<file path="src/rtl/rf_wb_arbiter_pkg.sv">
// Shared constants and helpers for the register-file writeback arbiter.
// Requester IDs identify the writeback sources competing for the single RF write port.
package rf_wb_arbiter_pkg;

   localparam int NUM_REQ   = 3;
   localparam int ADDR_W    = 5;
   localparam int DATA_W    = 32;
   localparam int NUM_REGS  = 1 << ADDR_W;
   localparam int REQ_IDX_W = 2;

   localparam logic [REQ_IDX_W-1:0] REQ_ALU    = 2'd0;
   localparam logic [REQ_IDX_W-1:0] REQ_LOAD   = 2'd1;
   localparam logic [REQ_IDX_W-1:0] REQ_MULDIV = 2'd2;

   // Successor of a requester index in round-robin order (wraps after the last requester).
   function automatic logic [REQ_IDX_W-1:0] rr_next(input logic [REQ_IDX_W-1:0] i);
      return (i == REQ_MULDIV) ? REQ_ALU : i + 2'd1;
   endfunction

endpackage

</file>
<file path="src/rtl/rf_wb_arbiter_rr.sv">
// Three-way round-robin selector: ptr names the requester with highest priority,
// the grant is one-hot on the first active request found from ptr onwards, or zero.
module rr_arbiter3
   import rf_wb_arbiter_pkg::*;
(
   input  logic [NUM_REQ-1:0]   req,
   input  logic [REQ_IDX_W-1:0] ptr,
   output logic [NUM_REQ-1:0]   grant
);

   logic [REQ_IDX_W-1:0] idx;
   logic                 found;

   always_comb begin
      grant = '0;
      found = 1'b0;
      idx   = ptr;
      for (int k = 0; k < NUM_REQ; k++) begin
         if (!found && req[idx]) begin
            grant[idx] = 1'b1;
            found      = 1'b1;
         end
         idx = rr_next(idx);
      end
   end

endmodule

</file>
<file path="src/rtl/rf_wb_arbiter.sv">
// Writeback arbiter for the register-file write port, with an issue-time busy scoreboard
// that flags source operands whose producer has not written back yet.
module rf_wb_arbiter
   import rf_wb_arbiter_pkg::*;
(
   input  logic                              RF_clk,
   input  logic                              RF_rst,
   input  logic [NUM_REQ-1:0]                wb_valid,
   input  logic [NUM_REQ-1:0][ADDR_W-1:0]    wb_rdc,
   input  logic [NUM_REQ-1:0][DATA_W-1:0]    wb_data,
   output logic [NUM_REQ-1:0]                wb_ready,
   input  logic                              iss_valid,
   input  logic [ADDR_W-1:0]                 iss_rdc,
   input  logic [ADDR_W-1:0]                 iss_rsc,
   input  logic [ADDR_W-1:0]                 iss_rtc,
   output logic                              iss_stall,
   input  logic                              sb_flush,
   output logic                              RF_ena,
   output logic                              RF_W,
   output logic [ADDR_W-1:0]                 Rdc,
   output logic [DATA_W-1:0]                 Rd
);

   // Handshake: wb_valid[i] && wb_ready[i] at posedge RF_clk; a requester holds
   // wb_rdc/wb_data stable until then. wb_ready depends only on wb_valid and ptr_q.

   logic [REQ_IDX_W-1:0] ptr_q,  ptr_d;
   logic                 rf_w_q, rf_w_d;
   logic [ADDR_W-1:0]    rdc_q,  rdc_d;
   logic [DATA_W-1:0]    rd_q,   rd_d;
   logic [NUM_REGS-1:0]  busy_q, busy_d;

   logic [NUM_REQ-1:0]   grant;
   logic                 hs;
   logic [REQ_IDX_W-1:0] sel_idx;
   logic [ADDR_W-1:0]    sel_rdc;
   logic [DATA_W-1:0]    sel_data;

   rr_arbiter3 u_rr (
      .req   (wb_valid),
      .ptr   (ptr_q),
      .grant (grant)
   );

   assign wb_ready  = RF_rst ? '0 : grant;
   assign iss_stall = busy_q[iss_rsc] | busy_q[iss_rtc];
   assign RF_ena    = ~RF_rst;
   assign RF_W      = rf_w_q;
   assign Rdc       = rdc_q;
   assign Rd        = rd_q;

   always_comb begin
      hs       = |wb_ready;
      sel_idx  = '0;
      sel_rdc  = '0;
      sel_data = '0;
      for (int i = 0; i < NUM_REQ; i++) begin
         if (wb_ready[i]) begin
            sel_idx  = REQ_IDX_W'(i);
            sel_rdc  = wb_rdc[i];
            sel_data = wb_data[i];
         end
      end

      ptr_d  = hs ? rr_next(sel_idx) : ptr_q;
      // Writes to r0 are accepted but never reach the register file.
      rf_w_d = hs && (sel_rdc != '0);
      rdc_d  = hs ? sel_rdc  : rdc_q;
      rd_d   = hs ? sel_data : rd_q;

      // Priority low to high: writeback clear, issue set, flush.
      busy_d = busy_q;
      if (hs)
         busy_d[sel_rdc] = 1'b0;
      if (iss_valid)
         busy_d[iss_rdc] = 1'b1;
      if (sb_flush)
         busy_d = '0;
      busy_d[0] = 1'b0;
   end

   always_ff @(posedge RF_clk or posedge RF_rst) begin
      if (RF_rst) begin
         ptr_q  <= REQ_ALU;
         rf_w_q <= 1'b0;
         rdc_q  <= '0;
         rd_q   <= '0;
         busy_q <= '0;
      end else begin
         ptr_q  <= ptr_d;
         rf_w_q <= rf_w_d;
         rdc_q  <= rdc_d;
         rd_q   <= rd_d;
         busy_q <= busy_d;
      end
   end

endmodule
</file>
<file path="config.mk">
export PLATFORM = sky130hd
export DESIGN_NAME = rf_wb_arbiter
export DESIGN_NICKNAME = d
export VERILOG_FILES = /design/src/rtl/rf_wb_arbiter_pkg.sv /design/src/rtl/rf_wb_arbiter_rr.sv /design/src/rtl/rf_wb_arbiter.sv
export SDC_FILE = /design/constraint.sdc
export NUM_CORES = 1
export LEC_CHECK = 0
export BUFFER_PORTS_ARGS = -buffer_cell sky130_fd_sc_hd__buf_2
export CORE_UTILIZATION = 44
export CTS_CLUSTER_DIAMETER = 50
export DETAILED_ROUTE_END_ITERATION = 7
export PLACE_DENSITY_LB_ADDON = 0.08
export SLEW_MARGIN = 10
export SYNTH_ARGS = -nofsm -noshare
export SYNTH_HDL_FRONTEND = slang
export SYNTH_SLANG_ARGS = --single-unit
</file>
<file path="constraint.sdc">
create_clock -name RF_clk -period 3.4 [get_ports RF_clk]
set_clock_uncertainty 0.15 [all_clocks]
set_input_delay 0.51 -clock RF_clk [delete_from_list [all_inputs] [get_ports RF_clk]]
set_output_delay 0.51 -clock RF_clk [all_outputs]
set_load 0.01 [all_outputs]
</file>
==> flow_metrics.tcl, run 1 <==
set metrics [dict create \
    fmaxAchievable_ghz 0.358 \
    grt_pass1_vias 4062 \
    cell_type_with_the_highest_aggregate_area_in_the_netlist "sky130_fd_sc_hd__dfrtp_1" \
    synth_top_cells_by_area "sky130_fd_sc_hd__dfrtp_1 (43%), sky130_fd_sc_hd__mux4_2 (9.9%), sky130_fd_sc_hd__a22oi_1 (5.8%)" \
    clk_path_buf_depth 2 \
    nNetsFinal 717 \
    synth_enable_flop_cells 0 \
    dr.pass1.iters 5 \
    synthXorXnorAreaFrac_pct 0 \
    status "complete, no violations" \
    synth_compound_gate_area_share_pct 27.4 \
    p_leak_nw 2.42 \
    dieHeight_um 98.6 \
    postSynthRegisterBits 71 \
    count_of_endpoints_failing_hold_in_the_final_timing_report 0 \
    whs_path_depth 3 \
    library_cell_with_the_highest_instance_count_after_synthesis "sky130_fd_sc_hd__dfrtp_1" \
    utilization_of_the_core_after_routing_pct 59.5 \
    hold_path_startpoint "wb_data[5]" \
    setup.worst_path.class "in2out" \
    final_number_of_max_transition_violations 0 \
    timing.final.crit_share_pct 82.1 \
    hold_buffers 0 \
    yosys_most_used_dff "sky130_fd_sc_hd__dfrtp_1" \
    fin_tns_setup_ns 0 \
    asyncSetResetFlopFracSynth_pct 100 \
    max-slew-margin-rel_pct 38.4 \
    rsz0062_at_grt "false" \
    dieArea_mm2 0.00973 \
    final_antenna_net_count 0 \
    drt-initial-drc-count 233 \
    post_route_cells_drive_above_1_share_pct 39.2 \
    irDropWorstVdd_mv 0.315 \
    worstReg2RegEnd "busy_q[2]" \
    globalplace.congestion 0.845 \
    syn_nets 554 \
    crit_path_start_kind "primary input" \
    post-cts-setup-buffer-count 0 \
    post-dp-hpwl_um 9480 \
    first_pass_grt_wire_length_um 20700 \
    timing.reg2reg.worst_path_depth 6 \
    viasPerCell 5.91 \
    antenna_violations_before_repair 2 \
    required_ns 2.74 \
    via_count 4123 \
    core_area_mm2 0.00889 \
    synth-simple-area-share_pct 14.4 \
    die_w_um 98.6 \
    floorplan.io_pins 176 \
    critPathCaptureType "primary output" \
    grt_overflow 0 \
    seq_area_frac_synth_pct 43.3 \
    floorplan.initialDensity_pct 46.2 \
    power.density_mw_per_mm2 632 \
    ys_warn_count 0 \
    cts-resized-gates 0 \
    overall_global_routing_resource_usage_pct 27.3 \
    avgSynthCellArea_um2 9.76 \
    critPathMaxFanout 9 \
    synthCells 421 \
    cp-endpoint "iss_stall" \
    grt_start_max_net_pins 73 \
    timing.max_cap.violations 0 \
    synthToLayoutAreaGrowth_pct 28.9 \
    post_drt_wl_per_cell_um 18.4 \
    synthDominantCellAreaShare_pct 43.3 \
    core.rowCount 34 \
    synth-adder-area-share_pct 0 \
    finalHoldWorstSlack_ns 0.259 \
    cp-startpoint "iss_rsc[0]" \
    h-tree-depth 3 \
    timing.hold.worst.class "in2reg" \
    layout_min_cycle_time_ns 2.79 \
    worst-r2r-setup-slack_ns 0.81 \
    main_combinational_cell_family_by_area_after_synthesis "compound AO/OA/AOI/OAI gates" \
    clock-sinks 71 \
    cts_tree "done" \
    clock_latency_ns 0.34 \
    synthDistinctLibCells 57 \
    multiplexer_share_of_the_synthesized_area_pct 10.9 \
    drt_drc 0 \
    post_synth_instance_area_mm2 0.00411 \
    transition_time_of_the_tightest_slew_check_pin_ns 0.924 \
    portBuffers 175 \
    overall_routed_net_length_um 12900 \
    setup_viol_count_final 0 \
    r2r_start "ptr_q[0]" \
    ctsRootBufferMaster "sky130_fd_sc_hd__clkbuf_8" \
    most_instantiated_cells_after_synthesis "sky130_fd_sc_hd__dfrtp_1 (71), sky130_fd_sc_hd__nand2_1 (63), sky130_fd_sc_hd__nor2_1 (43)" \
    critical_path_arrival_ns 2.13 \
    cts_made_buffers 9 \
    path_clk_slew_ns 0.08 \
]
==> area by class of cell <==
type                            count  area, um2
Sequential cell                    71       1780
Clock inverter                      6        109
Antenna cell                        1       2.50
Inverter                            8       33.8
Multi-Input combinational cell    313       2180
Tap cell                          108        135
Clock buffer                       10        128
Fill cell                         794       3600
Timing Repair Buffer              181        933
==> power by group <==
| group | switching, mW | internal [mW] |
|---|---|---|
| Combinational | 0.792 | 0.512 |
| Clock | 0.329 | 0.487 |
| Sequential | 0.142 | 1.09 |
==> worst max-delay path, cell delays in order <==
cell                      delay, ns
sky130_fd_sc_hd__buf_2         0.24
sky130_fd_sc_hd__mux4_2        0.55
sky130_fd_sc_hd__mux4_2        0.46
sky130_fd_sc_hd__mux2i_1       0.16
sky130_fd_sc_hd__nand2_1       0.07
sky130_fd_sc_hd__buf_2         0.13
==> through the flow <==
stage               area (um2)  instances  worst slack [ns]  power, mW
floorplan                 4110        421             0.372       2.03
global placement          5050        681             0.641       2.52
detailed placement        5050        681             0.587       2.55
CTS                       5290        697             0.588       3.37
global route              5290        698             0.552       3.57
finish                    5290        698             0.608       3.35
==> flip-flops by register name, indices dropped and copies added (netlist names) <==
name / flops
Rdc: 5
ptr_q: 2
busy_q: 31
Rd: 32
RF_W: 1
==> how the worst min path moves through the flow <==
stage	to	slack (ns)
final	Rd[5]	0.26
after global routing	Rd[23]	0.25
after CTS	Rd[20]	0.25
after detailed placement	Rdc[1]	0.32
after global placement	Rdc[2]	0.31
after floorplan	busy_q[23]	0.35
==> logic make-up after synthesis <==
| logic type | Yosys count |
|---|---|
| compound gates | 155 |
| simple gates | 136 |
| mux | 22 |
| buf+inv | 37 |
| flops | 71 |
==> metal layers <==
metal | wire length [um] | global-route usage [%]
met1 | 5140 | 34.8
met2 | 6360 | 44.0
met3 | 1020 | 7.80
met4 | 324 | 10.8
met5 | 7 | 0
==> cell usage in the layout (no fill, tap or decap), drive strengths merged, types with 4 or more instances in the layout <==
cell | netlist | final
nand3 | 4 | 4
o211ai | 7 | 7
inv | 8 | 7
o21ai | 25 | 25
dfrtp | 71 | 71
o31ai | 8 | 8
nand2 | 63 | 63
mux4 | 18 | 18
nor2 | 43 | 43
buf | 11 | 181
a31oi | 32 | 32
nor2b | 5 | 5
a22oi | 32 | 32
or2 | 4 | 4
nand2b | 4 | 4
clkbuf | 18 | 10
a21oi | 9 | 9
o311ai | 19 | 19
Power figures use the tool's default switching activity.
==> run 2, diff against run 1 <==
==> constraint.sdc (replaced) <==
create_clock -name RF_clk -period 2.5 [get_ports RF_clk]
set_clock_uncertainty 0.15 [all_clocks]
set_input_delay 0.375 -clock RF_clk [delete_from_list [all_inputs] [get_ports RF_clk]]
set_output_delay 0.375 -clock RF_clk [all_outputs]
set_load 0.01 [all_outputs]
==> run 2 against run 1 <==
- the flow now finishes with violations (setup timing)
- worst hold slack got worse by 0.15 ns
- clock power rose by 21%
- non-clock buffer count increased by 10
- cell count is 1.3% higher
- utilization is 1.6 points higher
- critical path type is now reg2out
- largest power group unchanged
==> flow_metrics.tcl, run 2 (synthesized netlist as in run 1, its figures left out) <==
set metrics [dict create \
    synthToLayoutAreaGrowth_pct 32.3 \
    viasPerCell 5.93 \
    timing.critical_path.cells "mux4_2, mux4_2, mux2i_1, nand2_1, buf_2" \
    transition_time_of_the_tightest_slew_check_pin_ns 0.891 \
    setup.worst_path.class "reg2out" \
    via_count 4190 \
    final_number_of_max_transition_violations 0 \
    antenna_violations_before_repair 1 \
    critPathCaptureType "primary output" \
    timing.final.crit_share_pct 104 \
    cts_tree "done" \
    timing.hold.worst.class "in2reg" \
    floorplan.initialDensity_pct 46.2 \
    fin_tns_setup_ns -0.108 \
    setup_viol_count_final 1 \
    p_leak_nw 2.46 \
    status "finished, violations left" \
    insertedDiodeCount 0 \
    total_switching_power_mw 1.78 \
    floorplan.io_pins 176 \
    power.density_mw_per_mm2 839 \
    timing.max_cap.violations 0 \
    first_pass_grt_wire_length_um 21200 \
    die_w_um 98.6 \
    irDropWorstVdd_mv 0.404 \
    dieHeight_um 98.6 \
    dieArea_mm2 0.00973 \
    post_drt_wl_per_cell_um 18.6 \
    utilization_of_the_core_after_routing_pct 61.1 \
    filler_cell_count 767 \
    post_route_cells_drive_above_1_share_pct 42.2 \
    required_ns 1.98 \
    layout.cells.most_common "sky130_fd_sc_hd__buf_2" \
    critical_path_buf_inv_count 1 \
    largest_reg_flops 32 \
    crit_family "multiplexers" \
    cp_max_delay_cell "sky130_fd_sc_hd__mux4_2" \
    layout_min_cycle_time_ns 2.61 \
    path_common_cell "sky130_fd_sc_hd__mux4_2" \
    grt_pass1_vias 4202 \
    fin_ws_ns -0.108 \
    count_of_endpoints_failing_hold_in_the_final_timing_report 0 \
    crit_path_start_kind "flip-flop" \
    internal_power_mw 2.78 \
    power_frac_seq_pct 36.8 \
    failing_checks "setup timing" \
    globalplace.congestion 0.853 \
    p_clk_share_pct 21.6 \
    clock-sinks 71 \
    path_clk_slew_ns 0.09 \
    grt_overflow 0 \
    critical_path_arrival_ns 2.08 \
    overall_routed_net_length_um 13200 \
    fmaxAchievable_ghz 0.383 \
    max-slew-margin-rel_pct 40.6 \
    cts_made_buffers 9 \
    rsz0062_at_grt "true" \
    final_antenna_net_count 0 \
    clock_latency_ns 0.35 \
    pwr-share-comb_pct 41.6 \
    layout_common_cells "sky130_fd_sc_hd__buf_2 (175), sky130_fd_sc_hd__dfrtp_1 (69), sky130_fd_sc_hd__nand2_1 (62)" \
    ctsRootBufferMaster "sky130_fd_sc_hd__clkbuf_8" \
    crit_path_max_incr_delay_ns 0.48 \
    dr.pass1.iters 5 \
    grt_start_max_net_pins 72 \
    nNetsFinal 727 \
    core_area_mm2 0.00889 \
    portBuffers 175 \
    hold_buffers 0 \
    post-place-ws_ns -0.0445 \
    overall_global_routing_resource_usage_pct 28.1 \
    core.rowCount 34 \
    critPathMaxFanout 3 \
    clk_path_buf_depth 2 \
    h-tree-depth 3 \
    drt-initial-drc-count 269 \
    net_sw_share_pct 39.1 \
    drt_drc 0 \
    post-dp-hpwl_um 9650 \
]
[run 2: cell count changes in the layout (fill, tap and decap cells not counted), sizes merged]
cell / previous run / this run
clkinvlp: 1 / 3
diode: 1 / 0
bufinv: 3 / 1
buf: 181 / 191
clkinv: 3 / 1
clkbuf: 10 / 12
[run 2: stage by stage]
stage | power [mW] | cell area [um2] | hold WS (ns) | cells
2_1_floorplan | 2.78 | 4150 | 0.353 | 421
3_3_place_gp | 3.50 | 5160 | 0.309 | 689
3_5_place_dp | 3.54 | 5160 | 0.314 | 689
4_1_cts | 4.52 | 5380 | 0.105 | 706
5_1_grt | 4.87 | 5440 | 0.116 | 707
6_report | 4.56 | 5440 | 0.112 | 707
[run 2: worst reg2reg max path, cell delays in order, from the launching register on]
cell	delay, ns
sky130_fd_sc_hd__dfrtp_2	0.46
sky130_fd_sc_hd__o21bai_4	0.19
sky130_fd_sc_hd__o211a_2	0.31
sky130_fd_sc_hd__a221o_1	0.35
sky130_fd_sc_hd__a211o_4	0.40
sky130_fd_sc_hd__o311ai_1	0.25
sky130_fd_sc_hd__o21ai_0	0.13
[run 2: power by group through the flow]
stage / Combinational (mW) / Clock [mW] / Sequential (mW)
after floorplan: 0.954 / 0 / 1.83
after global placement: 1.82 / 0 / 1.68
after detailed placement: 1.85 / 0 / 1.68
after CTS: 1.85 / 0.993 / 1.68
after global routing: 2.10 / 1.04 / 1.73
final: 1.90 / 0.987 / 1.68
[run 2: final timing paths]
path | slack [ns] | depth (start not counted) | end | start
min in group asynchronous | 0.26 | 3 | RF_W | RF_rst
worst max-delay path | -0.11 | 5 | iss_stall | busy_q[26]
worst max register to register | 0.14 | 6 | busy_q[21] | ptr_q[1]
max in group asynchronous | 1.28 | 3 | ptr_q[1] | RF_rst
worst min register to register | 0.33 | 2 | Rdc[2] | Rdc[2]
worst min-delay path | 0.11 | 3 | Rd[19] | wb_data[19]
[run 2: layout make-up]
| class | instances | area (um2) | area share [%] |
|---|---|---|---|
| timing repair buffer | 191 | 1030 | 18.9 |
| inverter | 8 | 33.8 | 0.621 |
| tap | 108 | 135 | 2.49 |
| multi-input combinational | 313 | 2250 | 41.4 |
| sequential | 71 | 1780 | 32.7 |
| clock buffer | 12 | 155 | 2.85 |
| clock inverter | 4 | 53.8 | 0.990 |
[run 2: timing repair]
action / 4_1_cts / 5_1_grt
setup buffers: 1 / 1
pin swaps: 0 / 3
setup endpoints to repair: 2 / 26
resized for setup: 1 / 13
[run 2: metal layers]
metal | wire, um | GRT usage [%]
met1 | 5260 | 33.8
met2 | 6610 | 48.1
met3 | 990 | 6.88
met4 | 280 | 12.1
met5 | 13 | 0
